--- src/rtl/jtgaiden_wildfang_pkg.sv ---
`default_nettype none
// ============================================================================
//  Module   : jtgaiden_wildfang_pkg
//  Purpose  : Shared constants and state encoding for the Wild Fang protection
//  Revision : 1.0 - initial release
// ============================================================================
package jtgaiden_wildfang_pkg;

  localparam int JUMP_CNT = 17;

  localparam logic [3:0] CMD_RST = 4'h0;
  localparam logic [3:0] CMD_HI  = 4'h1;
  localparam logic [3:0] CMD_LO  = 4'h2;
  localparam logic [3:0] CMD_N3  = 4'h3;
  localparam logic [3:0] CMD_N2  = 4'h4;
  localparam logic [3:0] CMD_N1  = 4'h5;
  localparam logic [3:0] CMD_N0  = 4'h6;

  typedef enum logic [1:0] {
    READY = 2'd0,
    WAIT  = 2'd1,
    CAPT  = 2'd2
  } state_t;

endpackage
`default_nettype wire

--- src/rtl/jtgaiden_wildfang_prot.sv ---
`default_nettype none
// ============================================================================
//  Module   : jtgaiden_wildfang_prot
//  Purpose  : Protection-MCU replacement: command decode, jump fetch, nibble read
//  Revision : 1.0 - initial release
// ============================================================================
module jtgaiden_wildfang_prot #(
  parameter int JUMP_CNT = 17
) (
  input  logic        clk,
  input  logic        rst,
  input  logic        prot_we,
  input  logic [7:0]  prot_din,
  output logic [7:0]  prot_dout,
  output logic [4:0]  lut_addr,
  input  logic [15:0] lut_jump,
  output logic        err
);
  import jtgaiden_wildfang_pkg::*;

  localparam logic [5:0] c_jump_lim = JUMP_CNT[5:0];

  state_t      r_state, w_state_nx;
  logic        r_we_l;
  logic        r_pend_v, w_pend_v_nx;
  logic [7:0]  r_pend, w_pend_nx;
  logic [4:0]  r_code, w_code_nx;
  logic [15:0] r_jump, w_jump_nx;
  logic        r_err, w_err_nx;
  logic [7:0]  r_dout, w_dout_nx;

  logic        w_ev;
  logic        w_exec_v;
  logic [7:0]  w_exec_byte;
  logic [3:0]  w_cmd;
  logic [3:0]  w_arg;
  logic [3:0]  w_nib;

  assign w_ev  = prot_we & ~r_we_l;
  assign w_cmd = w_exec_byte[7:4];
  assign w_arg = w_exec_byte[3:0];

  always_comb begin
    w_state_nx  = r_state;
    w_pend_v_nx = r_pend_v;
    w_pend_nx   = r_pend;
    w_code_nx   = r_code;
    w_jump_nx   = r_jump;
    w_err_nx    = r_err;
    w_dout_nx   = r_dout;
    w_exec_v    = 1'b0;
    w_exec_byte = prot_din;
    w_nib       = 4'h0;

    // A pending command takes priority; a new event arriving alongside it is parked.
    case (r_state)
      READY: begin
        w_exec_v    = r_pend_v | w_ev;
        w_exec_byte = r_pend_v ? r_pend : prot_din;
        w_pend_v_nx = r_pend_v & w_ev;
        if (w_ev) w_pend_nx = prot_din;
      end
      WAIT: begin
        w_state_nx = CAPT;
        if (w_ev) begin
          w_pend_v_nx = 1'b1;
          w_pend_nx   = prot_din;
        end
      end
      CAPT: begin
        w_state_nx = READY;
        w_jump_nx  = r_err ? 16'h0000 : lut_jump;
        if (w_ev) begin
          w_pend_v_nx = 1'b1;
          w_pend_nx   = prot_din;
        end
      end
      default: w_state_nx = READY;
    endcase

    case (w_cmd)
      CMD_N3:  w_nib = r_jump[15:12];
      CMD_N2:  w_nib = r_jump[11:8];
      CMD_N1:  w_nib = r_jump[7:4];
      default: w_nib = r_jump[3:0];
    endcase

    if (w_exec_v) begin
      case (w_cmd)
        CMD_RST: begin
          w_dout_nx = 8'h00;
          w_err_nx  = 1'b0;
          w_code_nx = 5'd0;
        end
        CMD_HI: begin
          w_code_nx = {w_arg[0], r_code[3:0]};
          w_dout_nx = 8'h10;
        end
        CMD_LO: begin
          w_code_nx  = {r_code[4], w_arg};
          w_dout_nx  = 8'h20;
          w_err_nx   = ({1'b0, r_code[4], w_arg} >= c_jump_lim);
          w_state_nx = WAIT;
        end
        CMD_N3, CMD_N2, CMD_N1, CMD_N0: begin
          w_dout_nx = {w_cmd + 4'd1, w_nib};
        end
        default: ;
      endcase
    end
  end

  // The edge detector keeps tracking the strobe through reset so a held
  // strobe across reset release is not mistaken for a new write.
  always_ff @(posedge clk) begin
    r_we_l <= prot_we;
    if (rst) begin
      r_state  <= READY;
      r_pend_v <= 1'b0;
      r_pend   <= 8'h00;
      r_code   <= 5'd0;
      r_jump   <= 16'h0000;
      r_err    <= 1'b0;
      r_dout   <= 8'h00;
    end else begin
      r_state  <= w_state_nx;
      r_pend_v <= w_pend_v_nx;
      r_pend   <= w_pend_nx;
      r_code   <= w_code_nx;
      r_jump   <= w_jump_nx;
      r_err    <= w_err_nx;
      r_dout   <= w_dout_nx;
    end
  end

  assign prot_dout = r_dout;
  assign lut_addr  = r_code;
  assign err       = r_err;

endmodule
`default_nettype wire
--- config.mk ---
export PLATFORM = sky130hd
export DESIGN_NAME = jtgaiden_wildfang_prot
export DESIGN_NICKNAME = d
export VERILOG_FILES = /design/src/rtl/jtgaiden_wildfang_pkg.sv /design/src/rtl/jtgaiden_wildfang_prot.sv
export SDC_FILE = /design/constraint.sdc
export NUM_CORES = 1
export LEC_CHECK = 0
export CAP_MARGIN = 20
export CORE_ASPECT_RATIO = 2
export CORE_MARGIN = 4
export CORE_UTILIZATION = 55
export CTS_CLUSTER_SIZE = 40
export DETAILED_ROUTE_END_ITERATION = 10
export DONT_BUFFER_PORTS = 1
export GPL_TIMING_DRIVEN = 0
export PLACE_DENSITY = 0.7
export SLEW_MARGIN = 30
export SYNTH_ARGS = -nofsm -noshare
export SYNTH_HDL_FRONTEND = slang
export SYNTH_SLANG_ARGS = --single-unit
--- constraint.sdc ---
create_clock -name clk -period 2.98 [get_ports clk]
set_input_delay 0.745 -clock clk [delete_from_list [all_inputs] [get_ports clk]]
set_output_delay 0.745 -clock clk [all_outputs]
set_load 0.03 [all_outputs]
==> flow_metrics.env, run 1 <==
export IMPL_drive_gt1_frac=0.139
export IMPL_arrival_ns=2.94
export IMPL_cts_buffers=5
export IMPL_die_area_um2=4740
export IMPL_syn_inst=221
export IMPL_synthArstFlopShare=0
export IMPL_antenna_found_initial=0
export IMPL_overflow=0
export IMPL_place_area_um2=2070
export IMPL_instances_no_fill=278
export IMPL_r2r_cells=11
export IMPL_cts_max_path_buffers=2
export IMPL_clk_pin_slew_ns=0.09
export IMPL_path_max_fanout=10
export IMPL_cts_tree="built"
export IMPL_cp_required_ns=3.16
export IMPL_setup_violations=0
export IMPL_rsz0062_at_grt="false"
export IMPL_avgRoutedWirePerCell_um=18.2
export IMPL_grt_pass1_wl_mm=7.96
export IMPL_synthDistinctLibCells=43
export IMPL_outcome="finished clean"
export IMPL_finalWeightedCongestion=0.854
export IMPL_min_from="prot_we"
export IMPL_synth_most_common_cell="dfxtp_1"
export IMPL_start_util=0.581
export IMPL_wl_met3_um=192
export IMPL_tns_ns=0
export IMPL_grt_max_degree=15
export IMPL_ant_nets=0
export IMPL_diodes=0
export IMPL_r2r_start="r_state[0]$_SDFF_PP0_"
export IMPL_finalHoldViolCount=0
export IMPL_dpl_cell_count=269
export IMPL_finalNetCount=264
export IMPL_synth_flop_cell="dfxtp_1"
export IMPL_wirelength_mm=5.05
export IMPL_fillers=320
export IMPL_hold_buffers=0
export IMPL_relSlewSlack=0.563
export IMPL_finalClockSkew_ns=0.0112
export IMPL_syn_area_per_cell_um2=9.08
export IMPL_post_route_period_util=0.929
export IMPL_ys_seq_area_frac=0.419
export IMPL_worstMarginPinSlew_ns=0.651
export IMPL_route_met2_wl_mm=2.99
export IMPL_fmax_mhz=361
export IMPL_ios=41
export IMPL_endpoint_kind="flip-flop"
export IMPL_syn_to_final_growth_pct=14.7
export IMPL_place_hpwl_mm=3.78
export IMPL_syn_area_um2=2010
export IMPL_clkLatencyLatePin_ns=0.30
export IMPL_htree_levels=2
export IMPL_yosys_area_top_type="dfxtp_1"
export IMPL_syn_nets=256
export IMPL_grt_pass1_vias=1620
export IMPL_synth_area_top_cells="dfxtp_1 (42%), nor2b_1 (6.2%), nor2_1 (6.2%), a21oi_1 (6.0%), mux2i_1 (6.0%)"
export IMPL_wirelength_met1_mm=1.75
export IMPL_fin_crit_ns=2.77
export IMPL_vias_per_cell=5.93
export IMPL_vias=1649
export IMPL_hold_class="in -> reg"
export IMPL_ys_ff_latch=42
export IMPL_stdcell_area_um2=2300
export IMPL_cts_sinks=42
export IMPL_routed_top_layer="met4"
export IMPL_place_ws_ns=-0.389
export IMPL_critical_path_class="reg -> reg"
export IMPL_core_area_um2=3450
export IMPL_synth_top_cell_area_share=0.419
export IMPL_rows=30
export IMPL_drc=0
export IMPL_p_leak_nw=0.873
export IMPL_portBuffers=0
export IMPL_cts_root_buffer="clkbuf_8"
export IMPL_synth_edf_count=0
export IMPL_peakVddDrop_v=0.000589
export IMPL_hold_depth=0
export IMPL_start_kind="flip-flop"
export IMPL_ys_warn_count=0
export IMPL_synthTopCellsByCount="dfxtp_1 (42), nor2_1 (33), a21oi_1 (24)"
export IMPL_finalWorstSetupSlack_ns=0.210
export IMPL_slew_viol_final=0
export IMPL_total_power_mw=1.22
export IMPL_die_h_um=93.4
export IMPL_drt_iter0_markers=45
export IMPL_cp_startpoint="r_state[0]$_SDFF_PP0_"
export IMPL_die_w_um=50.7
export IMPL_dr_pass1_iters=5
export IMPL_cellPowerDensity_nw_per_um2=531
export IMPL_grtUsageTotal=0.226
export IMPL_cap_violations=0
## final cells by class
cell class	count	area (um^2)	share of cell area
Buffer	10	52.6	0.0229
Clock buffer	5	68.8	0.0299
Clock inverter	3	68.8	0.0299
Inverter	7	26.3	0.0114
Multi-Input combinational cell	161	1170	0.508
Sequential cell	42	841	0.366
Tap cell	48	60.1	0.0261
Timing Repair Buffer	2	15.0	0.00653
## flip-flops by register name, indices dropped and copies added (netlist names)
name / flops
r_pend_v: 1
r_pend: 8
r_we_l: 1
err: 1
lut_addr: 5
prot_dout: 8
r_jump: 16
r_state: 2
## final timing paths
kind,endpoint,slack [ns]
max reg2reg,prot_dout[1]$_SDFFE_PP0P_,0.21
min,r_we_l$_DFF_P_,0.46
min reg2reg,r_pend[1]$_SDFFE_PP0P_,0.54
max,prot_dout[1]$_SDFFE_PP0P_,0.21
## placed cells by master, fill, tap and decap left out, types with 3 or more instances in the layout
cell type	synthesis	routed
mux2i_1	12	10
o2bb2ai_1	5	5
o21a_1	4	3
a21oi_1	24	24
a22o_1	4	4
nor2_1	33	32
a222oi_1	4	4
clkbuf_1	9	8
dfxtp_1	42	42
a22oi_1	4	4
ha_1	8	5
mux2_2	3	3
inv_1	7	7
nor2b_1	20	20
clkbuf_8	0	5
o21ai_0	6	6
## power by group
part / switching (mW) / leakage [nW] / internal (mW)
combinational: 0.0546 / 0.465 / 0.0382
clock: 0.209 / 0.0683 / 0.336
sequential: 0.0126 / 0.340 / 0.570
## worst max-delay path, cell delays in order, from the launching register on
cell and delay, ns:
dfxtp_1 0.39, inv_1 0.08, ha_1 0.20, buf_6 0.14, nand2_2 0.17, buf_6 0.19
mux2i_4 0.33, inv_1 0.11, ha_1 0.23, o21a_2 0.19, a222oi_1 0.50, o2bb2ai_1 0.10
## through the flow
step | hold WS [ns] | util
6_report | 0.460 | 0.666
4_1_cts | 0.459 | 0.642
5_1_grt | 0.450 | 0.666
3_3_place_gp | 0.477 | 0.598
2_1_floorplan | 0.460 | -
3_5_place_dp | 0.496 | 0.598
## cells by family after synthesis
family,count (synthesis),share of synthesized area
AOI/OAI and AO/OA,63,0.213
xor gates and xnor gates,1,0.00437
adders and majority gates,8,0.0499
buffers and inverters,18,0.0381
DFF,42,0.419
muxes,15,0.0767
and+or+nand+nor,74,0.198
## layer usage
| metal | vias up | track usage |
|---|---|---|
| met3 | 9 | 0.0447 |
| met5 | - | 0 |
| li1 | 808 | - |
| met2 | 38 | 0.433 |
| met1 | 794 | 0.225 |
| met4 | 0 | 0.0989 |
## timing repair
item | CTS | global route
setup endpoints to repair | 11 | 11
gates resized for setup | 6 | 12
pin swaps | 0 | 3
buffers inserted | 0 | 2
No activity file was read; power rests on OpenSTA's default activity.
==> run 2: changes to the inputs <==
--- a/config.mk
+++ b/config.mk
@@ -6,7 +6,7 @@
 export NUM_CORES = 1
 export LEC_CHECK = 0
 export CAP_MARGIN = 20
-export CORE_ASPECT_RATIO = 2
+export CORE_ASPECT_RATIO = 1.2
 export CORE_MARGIN = 4
 export CORE_UTILIZATION = 55
 export CTS_CLUSTER_SIZE = 40
==> run 2 against run 1 <==
Final cell count down 4.7%. Sequential power about the same. Die area down 1.2%. Largest cell class unchanged.
==> flow_metrics.env, run 2 (same netlist as run 1, synthesis figures left out) <==
export IMPL_outcome="finished clean"
export IMPL_hold_buffers=0
export IMPL_place_hpwl_mm=3.45
export IMPL_post_route_period_util=0.927
export IMPL_drc=0
export IMPL_core_area_um2=3420
export IMPL_cts_sinks=42
export IMPL_finalClockSkew_ns=0.00692
export IMPL_fillers=297
export IMPL_grt_pass1_wl_mm=7.69
export IMPL_utilization=0.650
export IMPL_arrival_ns=2.92
export IMPL_cts_tree="built"
export IMPL_vias=1612
export IMPL_fmax_mhz=362
export IMPL_htree_levels=2
export IMPL_rsz0062_at_grt="false"
export IMPL_cp_required_ns=3.14
export IMPL_finalWeightedCongestion=0.836
export IMPL_syn_to_final_growth_pct=11.0
export IMPL_avgRoutedWirePerCell_um=17.6
export IMPL_endpoint_kind="flip-flop"
export IMPL_finalNetCount=262
export IMPL_hold_class="in -> reg"
export IMPL_start_util=0.586
export IMPL_diodes=0
export IMPL_switching_share=0.229
export IMPL_path_max_fanout=10
export IMPL_largest_register="r_jump"
export IMPL_p_leak_nw=0.842
export IMPL_rows=23
export IMPL_critPathCapture="prot_dout[5]$_SDFFE_PP0P_"
export IMPL_r2r_cells=12
export IMPL_finalHoldViolCount=0
export IMPL_grt_pass1_vias=1740
export IMPL_internal_power_uw=857
export IMPL_clkLatencyLatePin_ns=0.29
export IMPL_switching_power_uw=254
export IMPL_vias_per_cell=6.08
export IMPL_cts_buffers=5
export IMPL_slew_viol_final=0
export IMPL_cts_max_path_buffers=2
export IMPL_r2r_setup_slack_ns=0.22
export IMPL_antenna_found_initial=0
export IMPL_tns_ns=0
export IMPL_worstMarginPinSlew_ns=0.628
export IMPL_cp_startpoint="r_state[0]$_SDFF_PP0_"
export IMPL_setup_violations=0
export IMPL_drt_iter0_markers=79
export IMPL_relSlewSlack=0.578
export IMPL_mostFrequentLayoutCells="dfxtp_1 (42), nor2_1 (32), a21oi_1 (24), nor2b_1 (20)"
export IMPL_die_area_um2=4680
export IMPL_start_kind="flip-flop"
export IMPL_overflow=0
export IMPL_total_power_mw=1.11
export IMPL_layout_commonest_cell="dfxtp_1"
export IMPL_wirelength_mm=4.65
export IMPL_reg2reg_to="prot_dout[5]$_SDFFE_PP0P_"
export IMPL_grtUsageTotal=0.208
export IMPL_largest_reg_flops=16
export IMPL_combPwrFrac=0.080
export IMPL_ant_nets=0
export IMPL_pwr_share_clk=0.396
export IMPL_clk_pin_slew_ns=0.08
export IMPL_die_h_um=74.2
export IMPL_critical_path_class="reg -> reg"
export IMPL_portBuffers=0
export IMPL_cap_violations=0
export IMPL_ios=41
export IMPL_seqPwrFrac=0.524
export IMPL_die_w_um=63.1
export IMPL_cts_root_buffer="clkbuf_8"
export IMPL_cellPowerDensity_nw_per_um2=499
export IMPL_peakVddDrop_v=0.000318
export IMPL_grt_max_degree=13
export IMPL_fin_crit_ns=2.76
export IMPL_r2r_start="r_state[0]$_SDFF_PP0_"
export IMPL_post_cts_setup_buffer_count=0
export IMPL_drive_gt1_frac=0.114
export IMPL_dr_pass1_iters=5
[run 2: worst min path at each step]
stage	from	slack (ns)	to	cells after the start
floorplan	r_pend[4]$_SDFFE_PP0P_	0.46	r_pend[4]$_SDFFE_PP0P_	2
global placement	r_pend[4]$_SDFFE_PP0P_	0.48	r_pend[4]$_SDFFE_PP0P_	2
detailed placement	r_pend[4]$_SDFFE_PP0P_	0.52	r_pend[4]$_SDFFE_PP0P_	2
CTS	prot_we	0.46	r_we_l$_DFF_P_	0
global route	prot_we	0.46	r_we_l$_DFF_P_	0
finish	prot_we	0.47	r_we_l$_DFF_P_	0
[run 2: layout make-up]
class                      instances  area, um^2  area share
sequential                        42         841       0.378
clock inverter                     1        30.0      0.0135
buffer                            10        48.8      0.0219
tap                               37        46.3      0.0208
multi-input combinational        161        1160       0.520
clock buffer                       7        76.3      0.0343
inverter                           7        26.3      0.0118
[run 2: per-layer routing]
| metal | GRT usage | routed length (um) | vias to the layer above |
|---|---|---|---|
| li1 | - | - | 812 |
| met1 | 0.223 | 1950 | 744 |
| met2 | 0.396 | 2360 | 49 |
| met3 | 0.0468 | 258 | 7 |
| met4 | 0.0882 | 89 | 0 |
| met5 | 0 | 0 | - |
[run 2: worst max-delay path: stages (launching register included)]
cell      delay, ns
dfxtp_1        0.40
inv_1          0.08
ha_1           0.21
buf_6          0.14
nand2_2        0.14
buf_4          0.23
mux2i_4        0.32
ha_4           0.27
nor3_4         0.06
a211oi_1       0.34
o21bai_2       0.13
a221oi_1       0.24
nor3_1         0.09
[run 2: power groups by stage]
stage | registers, mW | clock network (mW) | logic, mW
6_report | 0.582 | 0.440 | 0.0892
5_1_grt | 0.584 | 0.470 | 0.0980
4_1_cts | 0.582 | 0.449 | 0.0810
3_5_place_dp | 0.595 | 0 | 0.0783
3_3_place_gp | 0.594 | 0 | 0.0758
2_1_floorplan | 0.593 | 0 | 0.0621
[run 2: through the flow]
stage | worst slack, ns | std cells | hold slack (ns) | area [um^2]
2_1_floorplan | 0.227 | 221 | 0.460 | 2010
3_3_place_gp | -0.270 | 258 | 0.476 | 2050
3_5_place_dp | -0.320 | 258 | 0.520 | 2050
4_1_cts | 0.0150 | 265 | 0.463 | 2170
5_1_grt | 0.0339 | 265 | 0.461 | 2230
6_report | 0.217 | 265 | 0.472 | 2230
[run 2: timing repair]
item,in CTS,in global routing
setup endpoints to repair,11,10
resized for setup,6,9
hold endpoints to repair,0,0
pin swaps,0,1
